--- src/rtl/cut_auto_ctl.sv ---
// Automatic cut (truncation) selector: tracks per-frame minimum redundant-sign count of I/Q
// and picks the downstream cut. Define CUT_HYST_EN to add gain-increase hysteresis.
module cut_auto_ctl #(
    parameter int LEN = 32
) (
    input  logic           clk,
    input  logic           rst,
    input  logic [LEN-1:0] data_i,
    input  logic [LEN-1:0] data_q,
    input  logic           in_valid,
    input  logic           frame_start,
    input  logic           manual_en,
    input  logic [2:0]     manual_cut,
    output logic [2:0]     cut_ctl,
    output logic           cut_update,
    output logic [5:0]     peak_nrs
);

    localparam logic [5:0] LEN6 = 6'(LEN);

    typedef enum logic [0:0] {S_IDLE = 1'b0, S_ACCUM = 1'b1} state_t;

    function automatic logic [5:0] nrs(input logic [LEN-1:0] x);
        logic [5:0] cnt;
        logic       run;
        cnt = 6'd0;
        run = 1'b1;
        for (int b = LEN - 1; b >= 0; b--) begin
            if (run && (x[b] == x[LEN-1])) begin
                cnt = cnt + 6'd1;
            end else begin
                run = 1'b0;
            end
        end
        return cnt;
    endfunction

    // fmin of 1 means no headroom at all, so fall back to the plain top-16 take
    function automatic logic [2:0] cand(input logic [5:0] f);
        logic [5:0] d;
        d = f - 6'd2;
        if (f >= 6'd8) begin
            return 3'd6;
        end else if (f >= 6'd2) begin
            return d[2:0];
        end else begin
            return 3'd7;
        end
    endfunction

`ifdef CUT_HYST_EN
    function automatic logic [2:0] rank(input logic [2:0] c);
        return (c == 3'd7) ? 3'd0 : (c + 3'd1);
    endfunction
`endif

    logic [5:0] w_ni, w_nq;
    logic [5:0] r_m;
    logic       r_vld, r_fs;
    state_t     r_state, w_state_nxt;
    logic [5:0] r_fmin, w_fmin_nxt;
    logic       r_ne, w_ne_nxt;
    logic [2:0] r_cut, w_cut_nxt;
    logic       r_upd, w_upd_nxt;
    logic [5:0] r_peak, w_peak_nxt;
    logic       w_close, w_apply;
    logic [2:0] w_cand, w_apply_cut;
`ifdef CUT_HYST_EN
    logic       r_pend, w_pend_nxt;
    logic [2:0] r_pcut, w_pcut_nxt;
`endif

    assign w_ni = nrs(data_i);
    assign w_nq = nrs(data_q);

    // Stage 1: per-sample minimum sign count, qualifiers delayed to match
    always_ff @(posedge clk) begin
        if (rst) begin
            r_m   <= LEN6;
            r_vld <= 1'b0;
            r_fs  <= 1'b0;
        end else begin
            r_m   <= (w_ni < w_nq) ? w_ni : w_nq;
            r_vld <= in_valid;
            r_fs  <= frame_start;
        end
    end

    // Next-state, frame accumulation and cut decision
    always_comb begin
        w_state_nxt = r_state;
        w_fmin_nxt  = r_fmin;
        w_ne_nxt    = r_ne;
        w_cut_nxt   = r_cut;
        w_upd_nxt   = 1'b0;
        w_peak_nxt  = r_peak;
        w_close     = 1'b0;
        w_apply     = 1'b0;
        w_apply_cut = r_cut;
        w_cand      = cand(r_fmin);
`ifdef CUT_HYST_EN
        w_pend_nxt  = r_pend;
        w_pcut_nxt  = r_pcut;
`endif
        case (r_state)
            S_IDLE: begin
                if (r_fs) begin
                    w_state_nxt = S_ACCUM;
                    w_fmin_nxt  = r_vld ? r_m : LEN6;
                    w_ne_nxt    = r_vld;
                end else begin
                    w_state_nxt = S_IDLE;
                end
            end
            S_ACCUM: begin
                if (r_fs) begin
                    w_close    = 1'b1;
                    w_fmin_nxt = r_vld ? r_m : LEN6;
                    w_ne_nxt   = r_vld;
                end else if (r_vld) begin
                    w_fmin_nxt = (r_m < r_fmin) ? r_m : r_fmin;
                    w_ne_nxt   = 1'b1;
                end else begin
                    w_fmin_nxt = r_fmin;
                end
            end
            default: begin
                w_state_nxt = S_IDLE;
            end
        endcase

        if (w_close && r_ne) begin
            w_peak_nxt = r_fmin;
`ifdef CUT_HYST_EN
            if (rank(w_cand) > rank(r_cut)) begin
                if (r_pend) begin
                    w_apply     = 1'b1;
                    w_apply_cut = (rank(w_cand) < rank(r_pcut)) ? w_cand : r_pcut;
                    w_pend_nxt  = 1'b0;
                end else begin
                    w_pend_nxt = 1'b1;
                    w_pcut_nxt = w_cand;
                end
            end else begin
                w_apply     = 1'b1;
                w_apply_cut = w_cand;
                w_pend_nxt  = 1'b0;
            end
`else
            w_apply     = 1'b1;
            w_apply_cut = w_cand;
`endif
        end else if (w_close) begin
`ifdef CUT_HYST_EN
            w_pend_nxt = 1'b0;
`endif
        end else begin
            w_peak_nxt = r_peak;
        end

        if (manual_en) begin
            w_cut_nxt = manual_cut;
        end else if (w_apply) begin
            w_cut_nxt = w_apply_cut;
            w_upd_nxt = 1'b1;
        end else begin
            w_cut_nxt = r_cut;
        end
    end

    // State and output registers
    always_ff @(posedge clk) begin
        if (rst) begin
            r_state <= S_IDLE;
            r_fmin  <= LEN6;
            r_ne    <= 1'b0;
            r_cut   <= 3'd7;
            r_upd   <= 1'b0;
            r_peak  <= LEN6;
`ifdef CUT_HYST_EN
            r_pend  <= 1'b0;
            r_pcut  <= 3'd7;
`endif
        end else begin
            r_state <= w_state_nxt;
            r_fmin  <= w_fmin_nxt;
            r_ne    <= w_ne_nxt;
            r_cut   <= w_cut_nxt;
            r_upd   <= w_upd_nxt;
            r_peak  <= w_peak_nxt;
`ifdef CUT_HYST_EN
            r_pend  <= w_pend_nxt;
            r_pcut  <= w_pcut_nxt;
`endif
        end
    end

    assign cut_ctl    = r_cut;
    assign cut_update = r_upd;
    assign peak_nrs   = r_peak;

endmodule
--- config.mk ---
export PLATFORM = sky130hd
export DESIGN_NAME = cut_auto_ctl
export DESIGN_NICKNAME = d
export VERILOG_FILES = /design/src/rtl/cut_auto_ctl.sv
export SDC_FILE = /design/constraint.sdc
export NUM_CORES = 1
export LEC_CHECK = 0
export ABC_CLOCK_PERIOD_IN_PS = 24000
export CAP_MARGIN = 20
export CORE_UTILIZATION = 55
export DETAILED_ROUTE_END_ITERATION = 8
export PLACE_DENSITY = 0.86
export SLEW_MARGIN = 40
export SYNTH_ARGS = -nofsm -noshare
export SYNTH_HDL_FRONTEND = slang
export SYNTH_SLANG_ARGS = --single-unit
export TNS_END_PERCENT = 1
--- constraint.sdc ---
create_clock -name clk -period 24 [get_ports clk]
set_clock_uncertainty 0.15 [all_clocks]
set_input_delay 4.8 -clock clk [delete_from_list [all_inputs] [get_ports clk]]
set_output_delay 4.8 -clock clk [all_outputs]
set_load 0.005 [all_outputs]
==> reports/metrics.sh, run 1 <==
OUTCOME='finished, final reports clean'
EFFECTIVE_UTILIZATION_AT_FLOORPLAN_PCT=56.72
LAYOUT_COMMONEST_CELL='sky130_fd_sc_hd__nand2_1'
CTS-HTREE-LEVELS=1
CRITICAL_PATH.ENDPOINT='r_m[4]'
ARRIVAL_NS=22.96
DRIVE_ABOVE_1_SHARE_PCT=7.621
WORSTREG2REGSTART='r_fmin[1]'
REG2REG_DEPTH=11
SYN-INSTANCE-COUNT=1358
SYN_AVG_CELL_AREA_SQ_UM=6.951
LAYOUT_MIN_CYCLE_TIME_NS=22.95
CTS-ROOT-TO-SINK-BUFFERS=2
POSTROUTEWIRELENGTH_MM=24.41
SYNTH-SEQ-AREA-SHARE_PCT=5.514
REPORTED_MAX_CAP_VIOLATION_COUNT=0
CLOCK_POWER_SHARE_PCT=16.1
PLACEMENT_ROWS=47
SYNTH.DISTINCT_CELLS=104
CRIT_PATH_END_KIND='register'
VIA_COUNT=10190
GRT_USE_TOTAL_PCT=26.82
CHIPWIDTH_UM=133.0
POST_DP_CELL_AREA_SQ_UM=10290
SEQUENTIAL_CELL_AREA_SQ_UM=520.5
DETAIL_ROUTE.DRC_VIOLATIONS=0
SWITCHING_SHARE_PCT=43.10
FLOORPLAN.DIE_AREA_SQ_UM=17690
HOLD-WORST-SLACK_NS=0.3072
TRITONCTS='yes'
MOSTFREQUENTLAYOUTCELLS='sky130_fd_sc_hd__nand2_1, sky130_fd_sc_hd__nor2_1, sky130_fd_sc_hd__a21oi_1'
FIRST_ITER_VIOLATIONS=847
GROUTE.LAYER.MET1.USAGE_PCT=34.31
FMAXACHIEVABLE_MHz=43.57
ANT_NETS=0
COREAREA_SQ_UM=16640
HOLDCRITPATHCLASS='register to register'
YOSYSTOPAREACELLSHARE_PCT=8.616
VDD_IR_DROP_MAX_uV=41.45
POST_CTS_HOLD_BUFFER_COUNT=0
CP_COMMON_CELL='sky130_fd_sc_hd__ha_1'
FIRST_GLOBAL_VIAS=9371
SYNTH_LARGEST_AREA_CELL='sky130_fd_sc_hd__ha_1'
GRT-OVFL-TOTAL=0
MET3_USAGE_PCT=2.490
GP_CONGESTION=0.9569
SEQ_POWER_SHARE_PCT=18.7
CTS_ROOT_BUF='sky130_fd_sc_hd__clkbuf_16'
AVGVIACOUNTPERCELL=6.276
P_LEAK_nW=4.043
DESIGN.PORTCOUNT=82
COMB_POWER_SHARE_PCT=65.2
FINAL_NETS=1542
CLK-INSERTION-DELAY-LATE_NS=0.26
WORST-SLEW-PIN-TRANSITION_NS=0.8650
FINAL-SETUP-VIOL-COUNT=0
ANTENNA_FOUND_INITIAL=1
WORSTSETUPSTARTPOINT='data_q[30]'
YS.FLOP_TYPE='sky130_fd_sc_hd__dfxtp_1'
SYNTH_ENABLE_FLOP_CELLS=0
POWER_SWITCHING_uW=107.0
SLOWEST_STAGE='sky130_fd_sc_hd__clkdlybuf4s50_1'
R2R_SLACK_NS=21.33
PIN_COUNT_OF_THE_BIGGEST_NET_ENTERING_GLOBAL_ROUTING=64
FIN_AREA_SQ_UM=10550
POST_SYNTHESIS_TO_FINAL_LAYOUT_AREA_GROWTH_PCT=11.78
CPPEAKSTAGEDELAY_NS=0.52
CRITICAL_PATH.REG2REG.ENDPOINT='r_fmin[3]'
CTS_MADE_BUFFERS=3
GRT_MOST_USED_LAYER='met2'
YS_SEQ_ELEMENTS=26
DIE_H_UM=133.0
NUMPORTBUFFERS=81
SYNTH_TOP_CELLS_BY_AREA='sky130_fd_sc_hd__ha_1, sky130_fd_sc_hd__nand2_1, sky130_fd_sc_hd__xnor2_1'
FINISH.CELL_COUNT_WITHOUT_FILLERS=1624
STARTPOINT_TYPE='input port'
CRITICAL_PATH_PEAK_FANOUT=10
TIMING_HOLD_VIOLATIONS_FINAL=0
FIRSTDRTPASSITERS=6
SYNTH.NET_COUNT=1495
CRITICAL_PATH_CLASS='input port to register'
FILLCELLCOUNT=1495
ANTENNA_CELLS_INSERTED=0
GRT_PASS1_WL_MM=41.32
NUMPLACEDINSTANCES=1608
SYNTHESIS.YOSYS.WARNINGS=0
DETAILED_PLACE_HPWL_MM=19.05
TIMING.FINAL.MAX_SLEW_VIOLATIONS=0
CLKSLEWWORSTSETUPHOLDPATHS_NS=0.06
WL_PER_CELL_UM=15.03
PERIOD_SHARE_PCT=95.63
CRITICAL_PATH_REQUIRED_NS=24.01
SETUP_TOTAL_NEGATIVE_SLACK_NS=0
GROUTE.LAYER.MET2.USAGE_PCT=46.92
POWER.DENSITY_CELL_AREA_nW_PER_UM2=23.53
CELL_INTERNAL_PWR_uW=141.3
MULTI_INPUT_COMB_AREA_SQ_UM=8526
CLKSINKCOUNT=26
RELSLEWSLACK_PCT=41.73
NETLIST_AREA_SQ_UM=9439
SYNTH_ASYNC_SR_FLOP_SHARE_PCT=0
==> worst max-delay path, delay by kind of cell <==
family,cells,cell delay (ns)
adders and majority gates,27,8.14
and+or+nand+nor,22,1.98
AOI/OAI and AO/OA,32,4.88
buffers and inverters,9,1.34
muxes,8,1.84
==> power groups by stage <==
stage,clock (mW),combinational [mW],sequential [mW]
2_1_floorplan,0,0.112,0.0468
3_3_place_gp,0,0.145,0.0471
3_5_place_dp,0,0.151,0.0472
4_1_cts,0.0405,0.153,0.0463
5_1_grt,0.0427,0.180,0.0465
6_report,0.0401,0.162,0.0463
==> state kept, by name, indices dropped and copies added, names as in the netlist <==
name,count
r_vld,1
cut_ctl,3
peak_nrs,6
r_fs,1
r_m,6
r_fmin,6
cut_update,1
r_ne,1
r_state,1
==> cells in the mapped netlist (all sizes together) (5+ instances only) <==
| master | instances |
|---|---|
| nand4 | 19 |
| nand3 | 56 |
| xnor3 | 13 |
| or2 | 16 |
| or3 | 21 |
| nor3b | 16 |
| a21boi | 11 |
| a21o | 14 |
| xnor2 | 68 |
| o2bb2ai | 6 |
| o21bai | 9 |
| clkbuf | 31 |
| a221oi | 5 |
| and2 | 31 |
| nor2b | 25 |
| mux2 | 18 |
| o221ai | 6 |
| mux2i | 36 |
| maj3 | 7 |
| a31oi | 12 |
| dfxtp | 26 |
| a211oi | 14 |
| o21ai | 84 |
| inv | 56 |
| nand2 | 181 |
| a2111oi | 5 |
| a21oi | 88 |
| nor4 | 21 |
| o211ai | 7 |
| xor2 | 41 |
| and4 | 9 |
| nor2 | 105 |
| and3 | 22 |
| nand3b | 11 |
| o31ai | 9 |
| o21a | 11 |
| a22oi | 12 |
| or4 | 10 |
| nand2b | 21 |
| buf | 24 |
| o22ai | 12 |
| ha | 65 |
| nor3 | 51 |
==> worst min-delay path by stage <==
stage | start | end | slack [ns] | cells after the start
final | peak_nrs[3] | peak_nrs[3] | 0.31 | 2
after global routing | peak_nrs[4] | peak_nrs[4] | 0.33 | 2
after CTS | peak_nrs[3] | peak_nrs[3] | 0.31 | 2
after detailed placement | peak_nrs[3] | peak_nrs[3] | 0.30 | 2
after global placement | peak_nrs[1] | peak_nrs[1] | 0.30 | 2
after floorplan | r_fmin[5] | peak_nrs[5] | 0.29 | 2
==> cell type report <==
| type | instances | area share, % |
|---|---|---|
| multi-input cells | 1221 | 80.80 |
| repair buffers | 97 | 8.822 |
| flip-flops and latches | 26 | 4.933 |
| well taps | 220 | 2.609 |
| inverters | 56 | 1.992 |
| clock buffers | 4 | 0.8419 |
==> layer usage <==
layer	wire length [um]	vias up
li1	-	5080
met1	10720	4682
met2	11540	344
met3	1320	84
met4	816	2
met5	13	-
==> kinds of logic (layout without fill, tap and decap cells) <==
| kind of cell | count (synthesis) | in the layout | share of synthesized area [%] |
|---|---|---|---|
| adders and majority gates | 72 | 72 | 9.358 |
| and+or+nand+nor | 624 | 624 | 34.36 |
| buffers and inverters | 111 | 157 | 4.957 |
| muxes | 54 | 54 | 6.044 |
| xor gates and xnor gates | 126 | 126 | 15.19 |
| DFF | 26 | 26 | 5.514 |
| AOI/OAI and AO/OA | 345 | 345 | 24.58 |
==> timing repair <==
| item | in CTS | in global routing |
|---|---|---|
| resized for setup | 0 | 19 |
| endpoints found under the setup margin | 0 | 6 |
| buffers inserted | 0 | 11 |
==> stage by stage <==
step           setup slack [ns]  util, %  power (mW)
6_report                  1.049    63.40      0.2483
2_1_floorplan             2.035        -      0.1592
3_5_place_dp             0.2440    61.81      0.1982
5_1_grt                 -0.2484    63.40      0.2695
3_3_place_gp              1.196    61.81      0.1920
4_1_cts                  0.4432    62.35      0.2393
Power figures use the tool's default switching activity.
==> run 2: changes to the inputs <==
PLACE_DENSITY = 0.85   (was 0.86)
==> reports/metrics.sh, run 2 (synthesized netlist as in run 1, its figures left out) <==
OUTCOME='finished, final reports clean'
TIMING_HOLD_VIOLATIONS_FINAL=0  # unchanged
AVGVIACOUNTPERCELL=6.224  # -0.82%
CTS_ROOT_BUF='sky130_fd_sc_hd__clkbuf_16'
FIRST_GLOBAL_VIAS=9168  # -2.2%
NUMPLACEDINSTANCES=1608  # unchanged
TRITONCTS='yes'
FILLCELLCOUNT=1466  # -1.9%
CTS_MADE_BUFFERS=3  # unchanged
RELSLEWSLACK_PCT=45.96  # +4.2 points
DETAILED_PLACE_HPWL_MM=18.89  # -0.87%
FIRSTDRTPASSITERS=5  # -1
DRIVE_ABOVE_1_SHARE_PCT=7.158  # -0.46 points
GRT_USE_TOTAL_PCT=26.65  # -0.16 points
CP_COMMON_CELL='sky130_fd_sc_hd__ha_1'
FLOORPLAN.DIE_AREA_SQ_UM=17690  # unchanged
CHIPWIDTH_UM=133.0  # unchanged
CRIT_PATH_END_KIND='register'
ARRIVAL_NS=22.89  # -0.07 ns
CRITICAL_PATH_REQUIRED_NS=23.99  # -0.02 ns
FINALPOWER_uW=252.4  # +1.6%
PIN_COUNT_OF_THE_BIGGEST_NET_ENTERING_GLOBAL_ROUTING=64  # unchanged
CRITICAL_PATH.REG2REG.ENDPOINT='r_fmin[3]'
TIMING.FINAL.MAX_SLEW_VIOLATIONS=0  # unchanged
P_LEAK_nW=3.999  # -1.1%
SETUP_TOTAL_NEGATIVE_SLACK_NS=0  # unchanged
NUMPORTBUFFERS=81  # unchanged
CLKSINKCOUNT=26  # unchanged
LAYOUT_MIN_CYCLE_TIME_NS=22.90  # -0.05106 ns
CRITICAL_PATH_CLASS='input port to register'
FIN_AREA_SQ_UM=10490  # -0.59%
PERIOD_SHARE_PCT=95.42  # -0.21 points
POSTROUTEWIRELENGTH_MM=24.02  # -1.6%
CPPEAKSTAGEDELAY_NS=0.50  # -0.02 ns
REPORTED_MAX_CAP_VIOLATION_COUNT=0  # unchanged
WORSTREG2REGSTART='r_fmin[1]'
REG2REG_DEPTH=11  # unchanged
MOSTFREQUENTLAYOUTCELLS='sky130_fd_sc_hd__nand2_1, sky130_fd_sc_hd__nor2_1, sky130_fd_sc_hd__a21oi_1'
VDD_IR_DROP_MAX_uV=33.34  # -20%
GRT_PASS1_WL_MM=41.03  # -0.70%
DESIGN.PORTCOUNT=82  # unchanged
WORST-SLEW-PIN-TRANSITION_NS=0.8106  # -0.05435 ns
LAYOUT_COMMONEST_CELL='sky130_fd_sc_hd__nand2_1'
FINAL-SETUP-VIOL-COUNT=0  # unchanged
VIA_COUNT=10070  # -1.2%
CRITICAL_PATH_PEAK_FANOUT=6  # -4
DETAIL_ROUTE.DRC_VIOLATIONS=0  # unchanged
CLK-INSERTION-DELAY-LATE_NS=0.26  # about the same
R2R_SLACK_NS=21.38  # +0.05 ns
FMAXACHIEVABLE_MHz=43.67  # +0.22%
EFFECTIVE_UTILIZATION_AT_FLOORPLAN_PCT=56.72  # unchanged
GRT-OVFL-TOTAL=0  # unchanged
CLKSLEWWORSTSETUPHOLDPATHS_NS=0.07  # about the same
FIRST_ITER_VIOLATIONS=729  # -14%
COREAREA_SQ_UM=16640  # unchanged
WORST_HOLD_PATH_STARTPOINT='peak_nrs[0]'
POST_DP_CELL_AREA_SQ_UM=10290  # unchanged
ANTENNA_CELLS_INSERTED=0  # unchanged
DIE_H_UM=133.0  # unchanged
GP_CONGESTION=0.9650  # +0.85%
FINISH.CELL_COUNT_WITHOUT_FILLERS=1617  # -0.43%
POST_SYNTHESIS_TO_FINAL_LAYOUT_AREA_GROWTH_PCT=11.12
TIMING.FINAL.WS_SETUP_NS=1.100  # +0.05106 ns
POWER.DENSITY_CELL_AREA_nW_PER_UM2=24.06  # +2.3%
CTS-HTREE-LEVELS=1  # unchanged
PLACEMENT_ROWS=47  # unchanged
WL_PER_CELL_UM=14.85  # -1.2%
WORST_SLACK_AT_PLACEMENT_NS=0.2752  # +0.03121 ns
HOLDCRITPATHCLASS='register to register'
WORSTHOLDENDPOINT='peak_nrs[0]'
SLOWEST_STAGE='sky130_fd_sc_hd__clkdlybuf4s50_1'
STARTPOINT_TYPE='input port'
POST_CTS_HOLD_BUFFER_COUNT=0  # unchanged
WORST_HOLD_PATH.NUM_CELLS=2  # unchanged
ANT_NETS=0  # unchanged
CTS-ROOT-TO-SINK-BUFFERS=2  # unchanged
FINAL_NETS=1535  # -0.45%
ANTENNA_FOUND_INITIAL=1  # unchanged
[run 2: changes by cell type in the layout (fill, tap and decap cells not counted), sizes merged]
| cell | previous run | this run |
|---|---|---|
| clkbuf | 4 | 3 |
| a21oi | 88 | 89 |
| bufinv | 0 | 1 |
| buf | 19 | 11 |
| dlymetal6s2s | 1 | 0 |
| clkdlybuf4s50 | 77 | 78 |
[run 2: per-stage QoR]
| step | hold slack, ns | util [%] |
|---|---|---|
| global placement | 0.2943 | 61.81 |
| finish | 0.3134 | 63.03 |
| CTS | 0.3106 | 62.45 |
| global route | 0.3360 | 63.03 |
| detailed placement | 0.3017 | 61.81 |
| floorplan | 0.2909 | - |
[run 2: layout make-up]
type                       count  area, sq um  area share [%]
timing repair buffer          89        855.8           8.159
inverter                      56        210.2           2.004
clock buffer                   3        75.07          0.7157
clock inverter                 1        30.03          0.2863
sequential                    26        520.5           4.962
tap                          220        275.3           2.624
multi-input combinational   1222         8522           81.25
[run 2: power by group]
group | switching, mW | leakage (nW) | internal [mW]
Combinational | 0.0895 | 3.74 | 0.0681
Clock | 0.0153 | 0.0511 | 0.0332
Sequential | 0.00140 | 0.212 | 0.0449
Total | 0.106 | 4.00 | 0.146
[run 2: metal layers]
metal  global-route usage [%]  part of all wire [%]  routed length [um]
met3                    1.954                   4.6                1115
met4                    6.130                   1.9                 451
met5                        0                 0.054                  13
met2                    48.17                    48               11590
met1                    34.17                    45               10850
[run 2: worst max-delay path by stage]
stage,from,to,slack [ns],cells past startpoint
3_3_place_gp,data_q[30],r_m[0],1.19,97
3_5_place_dp,data_q[30],r_m[0],0.28,97
4_1_cts,data_q[30],r_m[0],0.53,97
2_1_floorplan,data_q[31],r_m[0],2.04,100
6_report,data_q[27],r_m[0],1.10,98
5_1_grt,data_q[26],r_m[0],-0.05,98
[run 2: repair_timing]
action | CTS | global route
setup endpoints to repair | 0 | 6
endpoints found under the hold margin | 0 | 0
gates resized for setup | 0 | 14
setup buffers | 0 | 3
[run 2: worst max-delay path, delay by kind of cell]
family | cells | cell delay, ns
fa+ha+maj | 26 | 7.77
buf+inv | 8 | 1.04
mux | 9 | 1.96
simple gates | 23 | 2.28
compound gates | 32 | 5.02
